## config.mk

```make
export PLATFORM = sky130hd
export DESIGN_NAME = pipelined_adder
export DESIGN_NICKNAME = d
export VERILOG_FILES = /design/src/rtl/alu_pkg.sv /design/src/rtl/adder_slice.sv /design/src/rtl/pipelined_adder.sv
export SDC_FILE = /design/constraint.sdc
export NUM_CORES = 1
export LEC_CHECK = 0
export BUFFER_PORTS_ARGS = -buffer_cell sky130_fd_sc_hd__buf_2
export CAP_MARGIN = 20
export CORE_ASPECT_RATIO = 2
export CORE_UTILIZATION = 50
export DETAILED_ROUTE_END_ITERATION = 6
export PLACE_DENSITY = 0.73
export RECOVER_POWER = 25
export SLEW_MARGIN = 20
export SYNTH_ARGS = -nofsm -noshare
export SYNTH_HDL_FRONTEND = slang
export SYNTH_SLANG_ARGS = --single-unit
```

## constraint.sdc

```tcl
create_clock -name clk -period 6.9 [get_ports clk]
set_clock_uncertainty 0.1 [all_clocks]
set_input_delay 1.725 -clock clk [delete_from_list [all_inputs] [get_ports clk]]
set_output_delay 1.725 -clock clk [all_outputs]
set_load 0.02 [all_outputs]
```

## src/rtl/alu_pkg.sv

```systemverilog
// Shared ALU definitions: the flag bundle consumed by branch/compare logic and
// the parameter legality check used by the pipelined adder.
package alu_pkg;

    typedef struct packed {
        logic carry;
        logic overflow;
        logic zero;
    } alu_flags_t;

    // stages is tested first so the modulo never sees a zero divisor.
    function automatic bit adder_params_ok(input int width, input int stages);
        if (stages < 1) begin
            return 1'b0;
        end
        return (width >= 2) && (stages <= width) && ((width % stages) == 0);
    endfunction

endpackage

```

## src/rtl/adder_slice.sv

```systemverilog
// Combinational SW-bit adder slice: sum, carry out, and the carry into its MSB
// (the latter feeds signed-overflow detection on the top slice).
module adder_slice #(
    parameter int SW = 8
) (
    input  logic [SW-1:0] a_i,
    input  logic [SW-1:0] b_i,
    input  logic          cin_i,
    output logic [SW-1:0] sum_o,
    output logic          cout_o,
    output logic          c_msb_o
);

    logic [SW:0] full;

    assign full    = {1'b0, a_i} + {1'b0, b_i} + {{SW{1'b0}}, cin_i};
    assign sum_o   = full[SW-1:0];
    assign cout_o  = full[SW];
    // Carry into the MSB is recovered from the MSB sum bit, so SW = 1 also works.
    assign c_msb_o = a_i[SW-1] ^ b_i[SW-1] ^ full[SW-1];

endmodule

```

## src/rtl/pipelined_adder.sv

```systemverilog
// Pipelined add/subtract lane: one SW-bit slice per stage with a registered
// carry chain, skewed operand/sum registers and a backpressured handshake.
module pipelined_adder
    import alu_pkg::*;
#(
    parameter int WIDTH  = 32,
    parameter int STAGES = 4
) (
    input  logic             clk,
    input  logic             reset,
    input  logic             in_valid,
    output logic             in_ready,
    input  logic [WIDTH-1:0] a,
    input  logic [WIDTH-1:0] b,
    input  logic             sub,
    output logic             out_valid,
    input  logic             out_ready,
    output logic [WIDTH-1:0] sum,
    output logic             carry_out,
    output logic             overflow,
    output logic             zero
);

    localparam int SW = WIDTH / STAGES;

    if (!adder_params_ok(WIDTH, STAGES)) begin : g_bad_params
        $error("pipelined_adder: need WIDTH >= 2 and WIDTH a multiple of STAGES >= 1");
    end

    // Handshake: an item moves from stage k-1 into stage k on an edge where
    // stage k-1 is valid and stage k is ready; ready_k = !valid_k | ready_k+1,
    // with out_ready closing the chain, so bubbles collapse and a full pipe
    // still advances whenever the consumer takes a result.
    logic [STAGES-1:0] valid_vec;
    logic [STAGES-1:0] ready;
    alu_flags_t        flags_q;

    always_comb begin
        logic acc;
        acc   = out_ready;
        ready = '0;
        for (int i = STAGES - 1; i >= 0; i--) begin
            acc      = acc | ~valid_vec[i];
            ready[i] = acc;
        end
    end

    assign in_ready = ready[0];

    for (genvar i = 0; i < STAGES; i++) begin : g_stage
        localparam int LO = i * SW;
        localparam int HI = LO + SW;

        logic              v_in;
        logic              c_in;
        logic [WIDTH-1:LO] a_in;
        logic [WIDTH-1:LO] b_in;
        logic [SW-1:0]     s_slice;
        logic              c_out;
        logic              c_msb;
        logic              valid_q;
        logic [HI-1:0]     sum_q;
        logic [HI-1:0]     sum_d;

        if (i == 0) begin : g_src
            assign v_in  = in_valid;
            assign c_in  = sub;
            assign a_in  = a;
            assign b_in  = sub ? ~b : b;
            assign sum_d = s_slice;
        end else begin : g_src
            assign v_in  = g_stage[i-1].valid_q;
            assign c_in  = g_stage[i-1].g_ops.carry_q;
            assign a_in  = g_stage[i-1].g_ops.a_q;
            assign b_in  = g_stage[i-1].g_ops.b_q;
            assign sum_d = {s_slice, g_stage[i-1].sum_q};
        end

        adder_slice #(
            .SW(SW)
        ) u_slice (
            .a_i    (a_in[HI-1:LO]),
            .b_i    (b_in[HI-1:LO]),
            .cin_i  (c_in),
            .sum_o  (s_slice),
            .cout_o (c_out),
            .c_msb_o(c_msb)
        );

        always_ff @(posedge clk or posedge reset) begin
            if (reset) begin
                valid_q <= 1'b0;
                sum_q   <= '0;
            end else if (ready[i]) begin
                valid_q <= v_in;
                if (v_in) begin
                    sum_q <= sum_d;
                end
            end
        end

        // Only stages with work left ahead carry operand skew and a carry.
        if (i < STAGES - 1) begin : g_ops
            logic [WIDTH-1:HI] a_q;
            logic [WIDTH-1:HI] b_q;
            logic              carry_q;
            logic              c_msb_unused;

            assign c_msb_unused = c_msb;

            always_ff @(posedge clk or posedge reset) begin
                if (reset) begin
                    a_q     <= '0;
                    b_q     <= '0;
                    carry_q <= 1'b0;
                end else if (ready[i] && v_in) begin
                    a_q     <= a_in[WIDTH-1:HI];
                    b_q     <= b_in[WIDTH-1:HI];
                    carry_q <= c_out;
                end
            end
        end

        assign valid_vec[i] = valid_q;
    end

    always_ff @(posedge clk or posedge reset) begin
        if (reset) begin
            flags_q <= '0;
        end else if (ready[STAGES-1] && g_stage[STAGES-1].v_in) begin
            flags_q.carry    <= g_stage[STAGES-1].c_out;
            flags_q.overflow <= g_stage[STAGES-1].c_out ^ g_stage[STAGES-1].c_msb;
            flags_q.zero     <= ~|g_stage[STAGES-1].sum_d;
        end
    end

    assign out_valid = valid_vec[STAGES-1];
    assign sum       = g_stage[STAGES-1].sum_q;
    assign carry_out = flags_q.carry;
    assign overflow  = flags_q.overflow;
    assign zero      = flags_q.zero;

endmodule

```

==> results of run 1 <==
[sequential cells by signal, summed over array words and instances (netlist names)]
| signal | count |
|---|---|
| g_stage.g_ops.b_q | 48 |
| g_stage.valid_q | 3 |
| g_stage.g_ops.carry_q | 3 |
| out_valid | 1 |
| g_stage.sum_q | 48 |
| overflow | 1 |
| g_stage.g_ops.a_q | 48 |
| zero | 1 |
| sum | 32 |
| carry_out | 1 |
[cell families (layout without fill, tap and decap cells)]
family	Yosys count	count (layout)
flip-flops	186	186
multiplexers	129	129
AND/OR/NAND/NOR	110	110
AO/OA/AOI/OAI	104	104
XOR/XNOR	50	50
buffers and inverters	44	156
adder cells (fa/ha/maj)	35	35
[synth_stat cells, types with 2 or more instances]
| cell type | count | area [sq um] |
|---|---|---|
| a211oi_1 | 4 | 30.0 |
| a21boi_0 | 2 | 15.0 |
| a21o_1 | 7 | 52.6 |
| a21oi_1 | 13 | 65.1 |
| buf_2 | 15 | 75.1 |
| buf_4 | 2 | 15.0 |
| clkbuf_1 | 11 | 41.3 |
| dfrtp_1 | 186 | 4650 |
| fa_1 | 7 | 140 |
| ha_1 | 28 | 350 |
| inv_1 | 15 | 56.3 |
| mux2_2 | 127 | 1430 |
| nand2_1 | 60 | 225 |
| nand2b_1 | 5 | 31.3 |
| nand4_1 | 3 | 18.8 |
| nor2_1 | 16 | 60.1 |
| nor2b_1 | 5 | 31.3 |
| nor3_1 | 8 | 40.0 |
| nor4_1 | 6 | 37.5 |
| o211a_1 | 2 | 20.0 |
| o21a_1 | 8 | 60.1 |
| o21ai_0 | 48 | 240 |
| o21ai_1 | 3 | 15.0 |
| o21bai_1 | 3 | 22.5 |
| o31ai_1 | 9 | 67.6 |
| or3_1 | 3 | 18.8 |
| xnor2_1 | 36 | 315 |
| xor2_1 | 14 | 123 |
[stage by stage]
stage               hold WS [ps]  setup WS, ps  cell area (sq um)   util
finish                       374          2400               9600  0.590
global route                 396          1690               9600  0.590
CTS                          381          2520               9610  0.591
detailed placement           366          2310               9050  0.556
global placement             357          2420               9050  0.556
floorplan                    345          17.9               8360      -
[worst max-delay path by stage]
stage	startpoint	end
after floorplan	reset	carry_out
after global placement	sub	g_stage[0].g_ops.carry_q
after detailed placement	sub	g_stage[0].g_ops.carry_q
after CTS	out_ready	in_ready
after global routing	reset	g_stage[0].g_ops.a_q[19]
final	reset	g_stage[1].g_ops.a_q[20]
[layout make-up]
type / instances / share of cell area
Clock inverter: 13 / 0.0124
Sequential cell: 186 / 0.485
Inverter: 15 / 0.00599
Tap cell: 204 / 0.0266
Clock buffer: 19 / 0.0461
Timing Repair Buffer: 109 / 0.0572
Multi-Input combinational cell: 428 / 0.367
[report_power, final]
group	internal [mW]	leakage (nW)	total [mW]	switching, mW
Combinational	0.635	1.90	1.32	0.687
Clock	0.510	0.278	0.922	0.412
Sequential	1.47	2.23	1.71	0.246
[critical path: stages]
cell        delay [ps]
clkbuf_1            90
clkinvlp_2        1700
clkbuf_2          1160
[metal layers]
layer  wire, um  part of all wire
met5          0                 0
met4        556             0.034
met3        476             0.029
met2       8980              0.55
met1       6220              0.38
==> results.md, run 1 <==
* Outcome: finished with violations
* Failing checks: capacitance limit, slew limit
* Die area at 17300 sq um
* Final min period at between 4000 and 5000 ps
* Fin cells at slightly below 1000
* Synth Instances at 658
* Sink Count at 186
* Hold path endpoint: sum[31]
* Post-synthesis compound-gate area fraction at 0.0759
* Setup TNS at 0 ps
* Initial core utilization at 0.514
* Period utilization at 0.652
* Hold depth at 2
* Largest net degree at the start of global routing at 70
* Pwr per Cell Area at roughly 410 nW/um^2
* Worst-Margin Slew at ~3000 ps
* TritonRoute pass-1 iters at 4
* Layout cells sized above 1 at 0.355
* Synthesized flop and latch total at between 150 and 200
* CP arrival at between 4000 and 5000 ps
* Die width at 93.4 um
* First-pass GRT wire length at about 27 mm
* Power, Total at 3.96 mW
* Hold Crit Start: sum[31]
* Drt drc at 0
* Top-Level Pins at about 110
* FILL cells at roughly 1300
* Input/output buffers at approximately 110
* Max-slew violation count at 70
* Vias at ~5200
* Most used routing layer: met2
* Syn Std Cell Area at ~8400 sq um
* RSZ-0062 raised after global routing: no
* Worst Path Class, Setup: in -> async
* Endpoints failing setup at 0
* Lkg Pwr at around 4.4 nW
* Max Clk Rate at 222 MHz
* Post-synth EDFFs at 0
* Longest Clk Path Bufs at 2
* Reg2Reg Setup Slack at 3980 ps
* H-tree level count at 4
* Post-CTS resize count at 0
* Final hold vios at 0
* TritonCTS buffer count at 17
* Final HPWL DP at between 10 and 15 mm
* CP required at slightly above 7000 ps
* Net count, final at ~860
* Tot GR Track Use at 0.206
* Largest family of logic cells by synthesized area: multiplexers
* M3 GR Usage at 0.0406
* Post-Place Cells at about 940
* Crit path max fanout at 69
* FFs w/ async S/R, synth at 1.00
* Net Count, Synth at 762
* Antenna violations before repair at 0
* Site Rows at 66
* FF/Latch Area at approximately 4700 sq um
* Ys flop type: dfrtp_1
* Hold Crit Class: reg -> reg
* Max cap viols at 1
* Met1 global-route usage at 0.229
* Skew-Pair Late Insertion Delay at around 430 ps
* Yosys warnings at 0
* Reg2reg start: g_stage[2].g_ops.a_q[24]
* Commonest non-fill, non-tap cells in the layout: dfrtp_1 (186), mux2_2 (127), buf_2 (102), nand2_1 (57), o21ai_0 (48)
* Simple-Gate Fraction of Synth Area at 0.0588
* Die height at approximately 180 um
* Gpl congestion at ~0.82
* Vias in the first global route at between 5000 and 6000
* CTS tree: done
* Slew HR at -1.04
* Post-Syn Area per Cell at around 13 sq um
* Adder-cell share of the synthesized area at 0.0587
* Grt met2 use at 0.368
* Post-Synth XOR/XNOR Area at 0.0524
* Peak VDD IR at between 0.15 and 0.2 mV
* Mux share of post-synthesis cell area at 0.174
* Endpoint type of the worst setup path: async pin
* Multi-input logic area at around 3500 sq um
* # hold bufs at CTS at 0
* Final ANT Viol Nets at 0
* 1st-iter DRT viols at approximately 190
* Commonest non-fill, non-tap cell in the layout: dfrtp_1
* CP Launch Type: primary input
* Vias per inst at approximately 5.3
* Root Buffer: clkbuf_16
* Clock transition at path regs at approximately 60 ps
* Post-synthesis sequential area ratio at 0.557
* Area Overhead vs Synth at 14.9%
* Worst reg2reg path endpoint: zero
* WL/cell at about 17 um
* Worst r2r path cells at 8
* Post-CTS setup buffer count at 0
* Total wire length at around 16 mm
* GRT overflow at 0
* Core footprint at 16300 sq um
* N_diodes at 0
* Yosys cell types at 40
Power figures use the tool's default switching activity.
==> inputs of run 2 (changes only) <==
Settings changed: PLACE_DENSITY 0.73 to 0.7.
Clock period 6.9 ns to 4.45 ns, I/O delays scaled along.
==> results.md, run 2 (same netlist as run 1, synthesis figures left out) <==
* Worst r2r path cells at 8 (unchanged)
* Vias per inst at 5.29 (was 5.31)
* Die width at 93.4 um (unchanged)
* TritonRoute pass-1 iters at 4 (unchanged)
* Gpl congestion at 0.854 (was 0.818)
* Endpoints failing setup at 0 (unchanged)
* Hold Crit Class: reg -> reg (unchanged)
* Post-CTS resize count at 0 (unchanged)
* Fin cells at 977 (was 974)
* CTS tree: done (unchanged)
* Tot GR Track Use at 0.204 (was 0.206)
* Area Overhead vs Synth at 16.3% (was 14.9%)
* CP Launch Type: primary input (unchanged)
* WL/cell at 16.8 um (was 16.7 um)
* Top-Level Pins at 106 (unchanged)
* Largest net degree at the start of global routing at 83 (was 70)
* Final HPWL DP at 12.2 mm (was 11.7 mm)
* # hold bufs at CTS at 0 (unchanged)
* Total wire length at 16.5 mm (was 16.2 mm)
* Longest Clk Path Bufs at 2 (unchanged)
* N_diodes at 0 (unchanged)
* Vias at 5173 (was 5169)
* Final min period at between 3000 and 4000 ps
* Power, Total at 6.28 mW (was 3.96 mW)
* Input/output buffers at 105 (unchanged)
* 1st-iter DRT viols at 235 (was 186)
* Die height at 185 um (unchanged)
* Outcome: finished with violations (unchanged)
* Hold path endpoint: g_stage[1].sum_q[12] (was sum[31])
* Reg2Reg Setup Slack at 1410 ps (was 3980 ps)
* Vias in the first global route at 5439 (was 5450)
* Clock transition at path regs at 70 ps (was 60 ps)
* Endpoint type of the worst setup path: output port (was async pin)
* Setup TNS at 0 ps (unchanged)
* Top Registers: g_stage.g_ops.a_q (48), g_stage.g_ops.b_q (48), g_stage.sum_q (48) (unchanged)
* Pwr per Cell Area at 646 nW/um^2 (was 412 nW/um^2)
* Drt drc at 0 (unchanged)
* Commonest non-fill, non-tap cells in the layout: dfrtp_1 (186), mux2_2 (127), buf_2 (105), nand2_1 (57), o21ai_0 (48) (was dfrtp_1 (186), mux2_2 (127), buf_2 (102), nand2_1 (57), o21ai_0 (48))
* Net count, final at 865 (was 861)
* Critical-path top delay cell: nor2b_1 (was clkinvlp_2)
* Peak VDD IR at 0.309 mV (was 0.178 mV)
* Sink Count at 186 (unchanged)
* Site Rows at 66 (unchanged)
* Post-CTS setup buffer count at 0 (unchanged)
* Reg2reg start: g_stage[2].g_ops.a_q[24] (unchanged)
* Die area at 17300 sq um (unchanged)
* Initial core utilization at 0.514 (unchanged)
* Post-Place Cells at 946 (was 942)
* Period utilization at 0.731
* Final hold vios at 0 (unchanged)
* Hold depth at 2 (unchanged)
* Skew-Pair Late Insertion Delay at 430 ps (about the same)
* Worst-Margin Slew at 1940 ps (was 3040 ps)
* First-pass GRT wire length at 26.6 mm (was 26.7 mm)
* Max cap viols at 1 (unchanged)
* Layout cells sized above 1 at 0.362 (was 0.355)
* Top cell by count, worst path: buf_2
* Failing checks: capacitance limit, slew limit (unchanged)
* Hold Crit Start: g_stage[1].sum_q[12] (was sum[31])
* H-tree level count at 4 (unchanged)
* Crit-path cells: buf_2 -> nor2b_1 -> nand4_1 -> buf_2 (was clkbuf_1 -> clkinvlp_2 -> clkbuf_2)
* Max-slew violation count at 40 (was 70)
* TritonCTS buffer count at 17 (unchanged)
* Core footprint at 16300 sq um (unchanged)
* Final ANT Viol Nets at 0 (unchanged)
* Lkg Pwr at 4.47 nW (was 4.41 nW)
* CP peak stage delay at 310 ps (was 1700 ps)
* CP arrival at 2040 ps (was 4740 ps)
* Worst reg2reg path endpoint: zero (unchanged)
* Antenna violations before repair at 0 (unchanged)
* Commonest non-fill, non-tap cell in the layout: dfrtp_1 (unchanged)
* GRT overflow at 0 (unchanged)
* Root Buffer: clkbuf_16 (unchanged)
* CP required at 3240 ps (was 7140 ps)
* Slew HR at -0.299 (was -1.04)
* RSZ-0062 raised after global routing: no (unchanged)
* Crit path max fanout at 5 (was 69)
* Max Clk Rate at 307 MHz
* Worst Path Class, Setup: in -> out (was in -> async)
run 2: cell count changes in the layout (fill, tap and decap cells not counted), sizes merged:
cell    previous run  this run
clkinv             8         4
buf              105       113
clkbuf            23        17
inv               17        20
bufinv             1         3
run 2: metal layers:
metal,GRT usage,part of all wire,vias up
li1,-,-,2498
met1,0.216,0.37,2564
met2,0.388,0.57,84
met3,0.0316,0.030,27
met4,0.0892,0.028,0
met5,0,0,-
run 2: worst max-delay path by stage:
stage | start | to | slack, ps
6_report | out_ready | in_ready | 1200
3_3_place_gp | sub | g_stage[0].g_ops.carry_q | 1020
2_1_floorplan | reset | carry_out | 840
4_1_cts | out_ready | in_ready | 1230
3_5_place_dp | sub | g_stage[0].g_ops.carry_q | 910
5_1_grt | out_ready | in_ready | 1100
run 2: final cells by class:
type	count	area (sq um)
Clock inverter	14	184
Inverter	15	57.6
Timing Repair Buffer	113	623
Fill cell	1311	6550
Multi-Input combinational cell	428	3520
Sequential cell	186	4650
Tap cell	204	255
Clock buffer	17	425
run 2: critical path: cells and delay by family:
family,cells,cell delay [ps]
buffers and inverters,2,340
and+or+nand+nor,2,590
run 2: power by group:
| part | internal (mW) | switching (mW) | total (mW) |
|---|---|---|---|
| logic | 0.993 | 1.08 | 2.07 |
| registers | 2.27 | 0.382 | 2.65 |
| clock network | 0.895 | 0.661 | 1.56 |
| total | 4.16 | 2.12 | 6.28 |
run 2: stage by stage:
| stage | setup WS, ps | cell area, sq um | hold slack (ps) | util |
|---|---|---|---|---|
| floorplan | 845 | 8360 | 345 | - |
| detailed placement | 907 | 9110 | 365 | 0.560 |
| global route | 1100 | 9720 | 393 | 0.597 |
| finish | 1200 | 9720 | 373 | 0.597 |
| global placement | 1020 | 9110 | 356 | 0.560 |
| CTS | 1230 | 9720 | 380 | 0.598 |
